[config.mk]
export PLATFORM = sky130hd
export DESIGN_NAME = logic_gate_unit_pipe
export DESIGN_NICKNAME = d
export VERILOG_FILES = /design/src/rtl/logic_gate_pkg.sv /design/src/rtl/logic_gate_core.sv /design/src/rtl/logic_gate_unit_pipe.sv
export SDC_FILE = /design/constraint.sdc
export NUM_CORES = 1
export LEC_CHECK = 0
export ABC_AREA = 1
export BUFFER_PORTS_ARGS = -buffer_cell sky130_fd_sc_hd__buf_2
export CORE_UTILIZATION = 40
export DETAILED_ROUTE_END_ITERATION = 10
export GPL_TIMING_DRIVEN = 0
export PLACE_DENSITY_LB_ADDON = 0.3
export SETUP_SLACK_MARGIN = 0.02
export SYNTH_ARGS = -nofsm -noshare
export SYNTH_HDL_FRONTEND = slang
export SYNTH_SLANG_ARGS = --single-unit
[constraint.sdc]
create_clock -name clk -period 4.1 [get_ports clk]
set_clock_uncertainty 0.05 [all_clocks]
set_input_delay 0.205 -clock clk [delete_from_list [all_inputs] [get_ports clk]]
set_output_delay 0.205 -clock clk [all_outputs]
set_load 0.01 [all_outputs]
[src/rtl/logic_gate_pkg.sv]
// Shared definitions for the logic gate unit.
// Holds the 3-bit opcode encodings used by the core and by anything that
// drives the op port.
package logic_gate_pkg;

    localparam int unsigned OP_W = 3;

    // Bitwise operation encodings
    typedef enum logic [OP_W-1:0] {
        OP_AND   = 3'd0,
        OP_NAND  = 3'd1,
        OP_OR    = 3'd2,
        OP_NOR   = 3'd3,
        OP_NOT_A = 3'd4,
        OP_XOR   = 3'd5,
        OP_XNOR  = 3'd6,
        OP_PASS_A = 3'd7
    } gate_op_e;

endpackage : logic_gate_pkg

[src/rtl/logic_gate_core.sv]
// Combinational bitwise operation decoder.
// Ports:
//   a, b    : WIDTH-bit operands
//   op      : 3-bit opcode (see logic_gate_pkg)
//   result  : WIDTH-bit bitwise result of op applied to a and b
module logic_gate_core
    import logic_gate_pkg::*;
#(
    parameter int unsigned WIDTH = 8
) (
    input  logic [WIDTH-1:0] a,
    input  logic [WIDTH-1:0] b,
    input  logic [OP_W-1:0]  op,
    output logic [WIDTH-1:0] result
);

    gate_op_e op_e;

    assign op_e = gate_op_e'(op);

    // Opcode decode; every 3-bit code is a defined operation
    always_comb begin
        result = a;
        case (op_e)
            OP_AND:    result = a & b;
            OP_NAND:   result = ~(a & b);
            OP_OR:     result = a | b;
            OP_NOR:    result = ~(a | b);
            OP_NOT_A:  result = ~a;
            OP_XOR:    result = a ^ b;
            OP_XNOR:   result = ~(a ^ b);
            OP_PASS_A: result = a;
            default:   result = a;
        endcase
    end

endmodule : logic_gate_core

[src/rtl/logic_gate_unit_pipe.sv]
// One-stage pipelined bitwise logic unit with an optional accumulator
// operand and registered result flags.
// Ports:
//   clk, rst            : clock, asynchronous active-high reset
//   in_valid/in_ready   : operand handshake (a, b, op, acc_mode)
//   acc_clr             : synchronous accumulator clear request
//   out_valid/out_ready : result handshake
//   y                   : registered result
//   y_zero/y_ones/y_par : registered flags of y (==0, all ones, XOR-reduce)
//   acc                 : current accumulator value
module logic_gate_unit_pipe
    import logic_gate_pkg::*;
#(
    parameter int unsigned     WIDTH    = 8,
    parameter logic [WIDTH-1:0] ACC_INIT = '0
) (
    input  logic             clk,
    input  logic             rst,
    input  logic             in_valid,
    output logic             in_ready,
    input  logic [WIDTH-1:0] a,
    input  logic [WIDTH-1:0] b,
    input  logic [OP_W-1:0]  op,
    input  logic             acc_mode,
    input  logic             acc_clr,
    output logic             out_valid,
    input  logic             out_ready,
    output logic [WIDTH-1:0] y,
    output logic             y_zero,
    output logic             y_ones,
    output logic             y_par,
    output logic [WIDTH-1:0] acc
);

    logic             accept;
    logic [WIDTH-1:0] eff_b;
    logic [WIDTH-1:0] result;

    // Single output register: free when empty or being drained this cycle
    assign in_ready = !out_valid || out_ready;
    assign accept   = in_valid && in_ready;

    // A same-cycle clear makes the accumulate operand the reset value
    assign eff_b = acc_mode ? (acc_clr ? ACC_INIT : acc) : b;

    logic_gate_core #(
        .WIDTH (WIDTH)
    ) u_core (
        .a      (a),
        .b      (eff_b),
        .op     (op),
        .result (result)
    );

    // Result register, flags and valid; held while stalled
    always_ff @(posedge clk or posedge rst) begin
        if (rst) begin
            out_valid <= 1'b0;
            y         <= '0;
            y_zero    <= 1'b1;
            y_ones    <= 1'b0;
            y_par     <= 1'b0;
        end else if (accept) begin
            out_valid <= 1'b1;
            y         <= result;
            y_zero    <= (result == '0);
            y_ones    <= (&result);
            y_par     <= (^result);
        end else if (out_ready) begin
            out_valid <= 1'b0;
        end
    end

    // Accumulator: an accumulate accept wins over a clear request
    always_ff @(posedge clk or posedge rst) begin
        if (rst) begin
            acc <= ACC_INIT;
        end else if (accept && acc_mode) begin
            acc <= result;
        end else if (acc_clr) begin
            acc <= ACC_INIT;
        end
    end

endmodule : logic_gate_unit_pipe

==> results of run 1 <==
-- through the flow --
stage	std cells	power (mW)	hold slack, ps
CTS	444	0.669	36.2
global route	444	0.720	89.5
finish	444	0.666	19.1
floorplan	326	0.430	118
detailed placement	440	0.517	329
global placement	440	0.511	315
-- worst paths after layout --
kind / slack, ps / to / cells past startpoint / start
max reg2reg: 1610 / y_par / 14 / acc[7]
min in group clk: 170 / out_valid / 4 / out_ready
max: 1510 / y_par / 17 / acc_clr
min: 20 / y[4] / 2 / rst
max in group asynchronous: 3480 / y[0] / 2 / rst
min reg2reg: 430 / y[5] / 2 / y[5]
-- worst register-to-register path: cells and delay by family, from the launching register on --
family                     cells  cell delay [ps]
xor gates and xnor gates       2              360
and+or+nand+nor                5              430
buffers and inverters          3              180
AOI/OAI and AO/OA              2              400
adders and majority gates      2              540
DFF                            1              390
-- routing by layer --
layer / GRT usage / vias up / share of wire
met4: 0.0482 / 0 / 0.013
li1: - / 1136 / -
met5: 0 / - / 0
met3: 0.0361 / 6 / 0.040
met1: 0.284 / 1019 / 0.47
met2: 0.337 / 55 / 0.48
-- registers in the layout (all words and copies together) (netlist names) --
| signal | flops |
|---|---|
| y | 8 |
| acc | 8 |
| y_zero | 1 |
| y_par | 1 |
| y_ones | 1 |
| out_valid | 1 |
-- Yosys cell counts (all sizes together) --
master / number
buf: 8
clkbuf: 5
clkinv: 1
dfrtp: 19
dfstp: 1
ha: 24
inv: 57
nand2: 98
nand3: 49
nand4: 25
nor2: 24
o21ai: 12
xnor2: 3
-- power by group through the flow --
stage | Sequential (mW) | Clock (mW) | Combinational, mW
detailed placement | 0.246 | 0 | 0.271
global route | 0.246 | 0.162 | 0.311
floorplan | 0.258 | 0 | 0.172
global placement | 0.245 | 0 | 0.267
CTS | 0.242 | 0.154 | 0.273
finish | 0.243 | 0.151 | 0.272
-- final cells by class --
| type | count | share of cell area |
|---|---|---|
| timing repair buffer | 44 | 0.0888 |
| multi-input combinational | 235 | 0.530 |
| inverter | 58 | 0.0908 |
| sequential | 20 | 0.202 |
| clock buffer | 4 | 0.0222 |
| tap | 70 | 0.0353 |
| buffer | 13 | 0.0308 |
-- placed cells by master (no fill, tap or decap) --
cell type / n
inv_4: 1
nand3_2: 4
inv_1: 40
buf_4: 2
xnor2_1: 3
nor2_4: 2
inv_2: 16
nor2_1: 20
clkinv_4: 1
clkbuf_1: 5
nand2_1: 95
buf_2: 48
nand2_2: 2
o21ai_0: 9
clkbuf_8: 4
buf_6: 2
nor2_2: 2
ha_1: 24
dfrtp_1: 19
nand3_4: 1
nand2_4: 1
o21ai_1: 2
nand3_1: 44
nand4_1: 25
dfstp_2: 1
o21ai_2: 1
-- cells by family after synthesis --
family / after synthesis / share of synthesized area
adders and majority gates: 24 / 0.142
DFF: 20 / 0.237
and+or+nand+nor: 196 / 0.437
buffers and inverters: 71 / 0.142
xor gates and xnor gates: 3 / 0.0124
AOI/OAI and AO/OA: 12 / 0.0301
==> impl_metrics.toml, run 1 <==
[placed_design]
io_buffers = 44
dpl_cell_area_um2 = 2430
place.detailed.hpwl_um = 4240
dp_worst_setup_slack_ps = 1280
gp_congestion = 0.835

[layout]
area_growth_pct = 17.1
final_core_util = 0.486
final_nets = 424
drive_above_1_share = 0.235
seq_area_um2 = 502
fill_cells = 544
diodes = 0
multi_input_area_um2 = 1320
final_area_um2 = 2480

[drt]
vias = 2216
via_per_inst = 4.99
antenna_left = 0
drc_errors = 0
routed_wl_um = 5470
first_pass_iters = 4
drt_iter0_markers = 123
wl_per_cell_um = 12.3

[critical_path]
max_stage_delay_ps = 360
critPathTopFamily = "buffers and inverters"
cpMostUsedCell = "nand2_1"
critPathArrivalTime_ps = 2670
worstSetupStartpointType = "input pin"
crit_slowest_cell = "clkbuf_1"
cp-end-kind = "register"
cp_num_buf_inv = 5
cp_max_fo = 10
cp_data_required_time_ps = 4180
path_cells = "buf_2 > inv_2 > clkbuf_1 > nand2_1 > o21ai_1 > inv_1 > ha_1 > inv_1 > nand3_1 > nand2_1 > nor2_1 > nand2_1 > nand2_1 > ha_1 > xnor2_1 > xnor2_1 > o21ai_0"
path_class = "input pin to register"

[clock_network]
cts_resized = 0
clkTransAtPathRegs_ps = 80
numCtsBuffers = 3
post_cts.repair.setup_buffers = 0
holdBufCountCts = 0
clockBufferDepth = 2
htree_levels = 1
cts-root-buf = "clkbuf_8"
clock_sinks = 20
cts_tree = "yes"
clk_latency_ps = 260

[floorplan]
die_area_um2 = 5590
start_util = 0.415
placementRows = 26
ioPinCount = 46
core-area_um2 = 5110
fp.dieW_um = 74.8
die_h_um = 74.8

[synth]
yosysUniqueCellTypes = 25
synth_nets = 375
synth_area_leaders = "dfrtp_1 (22%), nand2_1 (17%), ha_1 (14%), nand3_1 (10%), nand4_1 (7.4%)"
yosys_warnings = 0
yosysSeqAreaShare = 0.237
postSynthCellCount = 326
synth_seq_cells = 20
synth_area_um2 = 2120
post-synth-top-area-cell = "dfrtp_1"
yosysTopAreaCellShare = 0.224
avgSynthCellArea_um2 = 6.50

[pwr]
seqPwrFrac = 0.364
pwr_density_cell_nw_per_um2 = 269
ir_drop_mv = 0.164
switching_power_uw = 251
p_leak_nw = 1.47
clkPwrFrac = 0.227
p_int_uw = 415
comb_power_share = 0.409
swShare = 0.377

[sta]
finalWorstSetupSlack_ps = 1510
fin_crit_ps = 2590
clock.fmax_ghz = 0.386
setup_violations = 0
hold_viol = 0
slew_viol_final = 0
slew_headroom = 0.480
setup_tns_ps = 0
fin_crit_sh = 0.633
worstMarginPinSlew_ps = 779
rsz0062_at_grt = "no"

[grt]
grt_pass1_vias = 1964
track_usage = 0.206
antenna_found_initial = 0
grt_max_degree = 21
grt_overflow_total = 0
grt_pass1_wl_um = 8850

[run_status]
outcome = "finished clean"

[hold_path]
worstHoldPathType = "input pin to asynchronous set/reset pin"

[run]
maxCapViolations = 0
Power figures use the tool's default switching activity.
==> run 2: changes to the inputs <==
- clock period: 4.1 -> 2.55 ns (I/O delays scaled with it)
==> impl_metrics.toml, run 2 (synthesis gave the netlist of run 1 again) <==
[layout]
final_area_um2 = 2520
final_nets = 425
layout_commonest_cell = "nand2_1"
final_core_util = 0.493
instances_no_fill = 445
reg.largest.list = "acc: 8 flops, y: 8 flops"
diodes = 0
area_growth_pct = 18.9
layout_common_cells = "nand2_1 (95), buf_2 (48), nand3_1 (44)"
drive_above_1_share = 0.253
fill_cells = 541

[placed_design]
dp_cells = 440
place.detailed.hpwl_um = 4240
gp_congestion = 0.835
dp_worst_setup_slack_ps = -192
io_buffers = 44
dpl_cell_area_um2 = 2430

[hold_path]
hp-start = "out_ready"
worstHoldPathType = "input pin to register"

[critical_path]
crit_slowest_cell = "dfrtp_1"
path_class = "register to register"
path_cells = "nand2_1 > o21ai_2 > inv_2 > ha_1 > inv_1 > nand4_1 > nand2_1 > nor2_1 > nand3_2 > inv_1 > ha_1 > xnor2_2 > xnor2_1 > o21ai_0"
max_stage_delay_ps = 390
worstSetupStartpointType = "register"
critPathArrivalTime_ps = 2410
cp_max_fo = 4
crit_start = "acc[7]"
cp-end-kind = "register"
worstReg2RegStart = "acc[7]"
cp_data_required_time_ps = 2630

[pwr]
power.total_mw = 1.09
ir_drop_mv = 0.264
pwr_density_cell_nw_per_um2 = 431
p_leak_nw = 1.49

[sta]
hold_slack_ps = 94.0
finalWorstSetupSlack_ps = 214
worstMarginPinSlew_ps = 795
rsz0062_at_grt = "no"
slew_headroom = 0.469
slew_viol_final = 0
fin_crit_ps = 2340
clock.fmax_ghz = 0.428
setup_violations = 0
setup_tns_ps = 0
fin_crit_sh = 0.916
hold_viol = 0

[floorplan]
start_util = 0.415
die_h_um = 74.8
core-area_um2 = 5110
ioPinCount = 46
placementRows = 26
fp.dieW_um = 74.8
die_area_um2 = 5590

[clock_network]
htree_levels = 1
cts-root-buf = "clkbuf_8"
clock_sinks = 20
numCtsBuffers = 3
clockBufferDepth = 2
clk_latency_ps = 260
cts_tree = "yes"
clkTransAtPathRegs_ps = 80

[run_status]
outcome = "finished clean"

[grt]
grt_overflow_total = 0
track_usage = 0.207
antenna_found_initial = 0
grt_pass1_vias = 1967
grt_pass1_wl_um = 8860
grt_max_degree = 21

[drt]
via_per_inst = 4.98
drt_iter0_markers = 126
routed_wl_um = 5450
wl_per_cell_um = 12.3
drc_errors = 0
antenna_left = 0
first_pass_iters = 4
vias = 2214

[run]
maxCapViolations = 0
run 2: cell types whose count changed in the layout (fill, tap and decap cells not counted):
cell           before  now
xnor2_2             0    1
clkbuf_2            0    1
clkbuf_1            5    3
dlygate4sd3_1       0    1
clkbuf_4            0    1
o21ai_0             9    3
o21ai_1             2    4
o21ai_2             1    5
xnor2_1             3    2
run 2: worst paths after layout:
path                             end  slack (ps)  cells after the start
hold reg to reg                 y[5]         430                      2
setup / recovery               y_par         210                     14
max in group asynchronous       y[0]        1440                      3
setup reg to reg               y_par         210                     14
hold / removal             out_valid          90                      4
min in group asynchronous       y[4]         500                      3
run 2: cell type report:
cell class                      instances  area (um^2)  area share
Tap cell                               70         87.6      0.0348
Sequential cell                        20          502       0.199
Multi-Input combinational cell        235         1340       0.531
Buffer                                 13         81.3      0.0323
Timing Repair Buffer                   45          230      0.0914
Clock buffer                            4         55.1      0.0219
Inverter                               58          225      0.0894
run 2: power by group:
part	switching [mW]	internal [mW]	leakage (nW)
clock	0.105	0.137	0.0288
sequential	0.0279	0.362	0.256
combinational	0.275	0.178	1.21
total	0.408	0.678	1.49
run 2: timing repair:
item,CTS,global route
setup buffers,0,0
resized for setup,0,17
hold buffers,1,0
hold endpoints to repair,19,0
endpoints found under the setup margin,0,1
run 2: per-layer routing:
| metal | share of wire | vias up | track usage |
|---|---|---|---|
| met3 | 0.041 | 6 | 0.0361 |
| met1 | 0.47 | 1002 | 0.284 |
| met4 | 0.013 | 0 | 0.0482 |
| li1 | - | 1141 | - |
| met2 | 0.47 | 65 | 0.337 |
| met5 | 0 | - | 0 |
run 2: worst max-delay path, delay by kind of cell, from the launching register on:
family,cells,cell delay (ps)
xor gates and xnor gates,2,310
and+or+nand+nor,5,460
adders and majority gates,2,560
AOI/OAI and AO/OA,2,270
buffers and inverters,3,180
DFF,1,390
==> run 3: changes to the inputs <==
- ABC_AREA: 1 -> unset
==> impl_metrics.toml, run 3 <==
[critical_path]
path_class = "register to register"
max_stage_delay_ps = 520
path_cells = "nor2b_4 > mux2_4 > inv_4 > ha_4 > mux2_4 > mux4_2 > ha_4 > xnor2_2 > xnor2_1 > o21ai_1"
cp_data_required_time_ps = 2630
reg2reg_to = "y_par"
r2r_slack_ps = -110
crit_slowest_cell = "mux4_2"
critPathArrivalTime_ps = 2730
worstReg2RegStart = "acc[5]"
worstSetupStartpointType = "register"
cp_max_fo = 2
cp-end-kind = "register"
r2r_cells = 10

[synth]
synth_most_common_cell = "ha_1"
yosysUniqueCellTypes = 36
synth_common_cells = "ha_1 (24), inv_1 (21), nand2_1 (20)"
synth_edf_count = 0
post-synth-top-area-cell = "dfrtp_1"
yosys_most_used_dff = "dfrtp_1"
avgSynthCellArea_um2 = 9.15
yosysTopAreaCellShare = 0.252
synth_async_sr_flop_share = 1.00
synth_area_leaders = "dfrtp_1 (25%), ha_1 (16%), mux2i_1 (4.8%), mux2_2 (4.8%), nor2b_1 (4.6%)"
yosys_warnings = 0
synth_nets = 255
synth_area_um2 = 1890
postSynthCellCount = 206
synth_seq_cells = 20
yosysSeqAreaShare = 0.266

[floorplan]
core-area_um2 = 4440
ioPinCount = 46
fp.dieW_um = 70.7
die_area_um2 = 4990
placementRows = 24
die_h_um = 70.7
start_util = 0.424

[layout]
drive_above_1_share = 0.437
instances_no_fill = 322
diodes = 0
seq_area_um2 = 502
layout_commonest_cell = "buf_2"
reg.largest.list = "acc: 8 flops, y: 8 flops"
final_core_util = 0.573
final_area_um2 = 2550
fill_cells = 405
layout_common_cells = "buf_2 (48), nand2_1 (20), dfrtp_1 (19)"
final_nets = 320
multi_input_area_um2 = 1450
area_growth_pct = 35.1

[placed_design]
dpl_cell_area_um2 = 2260
dp_cells = 302
dp_worst_setup_slack_ps = -345
place.detailed.hpwl_um = 3310
gp_congestion = 0.786
io_buffers = 44

[clock_network]
clkTransAtPathRegs_ps = 70
htree_levels = 1
clockBufferDepth = 2
clock_sinks = 20
cts-root-buf = "clkbuf_8"
cts_tree = "yes"
numCtsBuffers = 3
clk_latency_ps = 260

[grt]
grt_pass1_vias = 1522
grt_pass1_wl_um = 7130
antenna_found_initial = 0
grt_overflow_total = 0
grt_max_degree = 21
track_usage = 0.179

[pwr]
ir_drop_mv = 0.177
p_leak_nw = 1.26
power.total_mw = 1.17
pwr_density_cell_nw_per_um2 = 458

[hold_path]
worstHoldPathType = "input pin to register"
hp-start = "in_valid"
hold_path_end = "out_valid"
whs_path_depth = 2

[sta]
fin_crit_sh = 1.04
setup_violations = 2
finalWorstSetupSlack_ps = -108
slew_viol_final = 0
fin_crit_ps = 2660
slew_headroom = 0.517
setup_tns_ps = -198
clock.fmax_ghz = 0.376
rsz0062_at_grt = "yes"
hold_slack_ps = 57.3
hold_viol = 0
worstMarginPinSlew_ps = 723

[drt]
wl_per_cell_um = 13.6
drt_iter0_markers = 71
first_pass_iters = 7
drc_errors = 8
routed_wl_um = 4390
antenna_left = 0
via_per_inst = 5.18
vias = 1669

[run]
maxCapViolations = 0

[run_status]
violations = "DRC, setup timing"
outcome = "finished, violations left"
run 3: changes by cell type after synthesis, sizes merged, moves of 4 or more:
cell     change
a2111oi      +4
a21oi        +8
and3         +4
inv         -35
mux2        +11
mux2i        +9
nand2       -78
nand3       -48
nand4       -23
nor2        -15
nor2b       +14
nor3         +5
o41ai        +8
or3          +4
run 3: final cells by class:
type | count | area share
buffer | 9 | 0.0187
clock buffer | 4 | 0.0177
inverter | 22 | 0.0344
multi-input combinational | 155 | 0.568
sequential | 20 | 0.197
tap | 52 | 0.0255
timing repair buffer | 60 | 0.139
run 3: cells by family (layout without fill, tap and decap cells):
kind of cell,after synthesis,in the layout,synth area share
xor+xnor,9,9,0.0418
mux,23,23,0.155
compound gates,34,34,0.135
flops,20,20,0.266
simple gates,65,65,0.175
buf+inv,31,95,0.0683
fa+ha+maj,24,24,0.159
run 3: per-layer routing:
metal | GRT usage | vias up | routed length [um]
met3 | 0.0128 | 5 | 136
met4 | 0.0600 | 0 | 59
met5 | 0 | - | 0
met1 | 0.258 | 780 | 2150
li1 | - | 850 | -
met2 | 0.287 | 34 | 2050
run 3: what timing repair did:
item                       4_1_cts  5_1_grt
setup buffers                    5       10
pin swaps                        5        8
hold endpoints to repair        19        0
hold buffers                     1        0
resized for setup                7       18
setup endpoints to repair        2        2
run 3: critical path, delay by kind of cell (launching register included):
| kind | cells | cell delay (ps) |
|---|---|---|
| buffers and inverters | 1 | 60 |
| multiplexers | 3 | 1070 |
| adder cells (fa/ha/maj) | 2 | 460 |
| XOR/XNOR | 2 | 310 |
| AO/OA/AOI/OAI | 1 | 80 |
| flip-flops | 1 | 380 |
| AND/OR/NAND/NOR | 1 | 130 |
run 3: report_power, final:
| part | switching [mW] | leakage (nW) | internal, mW |
|---|---|---|---|
| Combinational | 0.278 | 0.983 | 0.292 |
| Sequential | 0.0217 | 0.250 | 0.362 |
| Clock | 0.102 | 0.0228 | 0.111 |
run 3: worst max-delay path by stage:
stage	from	to	slack (ps)	depth (start not counted)
finish	acc[5]	y_par	-110	10
global route	acc[5]	y_ones	-220	12
CTS	acc[0]	y_par	-100	10
detailed placement	acc_mode	y_par	-350	11
global placement	acc_mode	y_par	-310	11
floorplan	acc[5]	y_par	-70	10
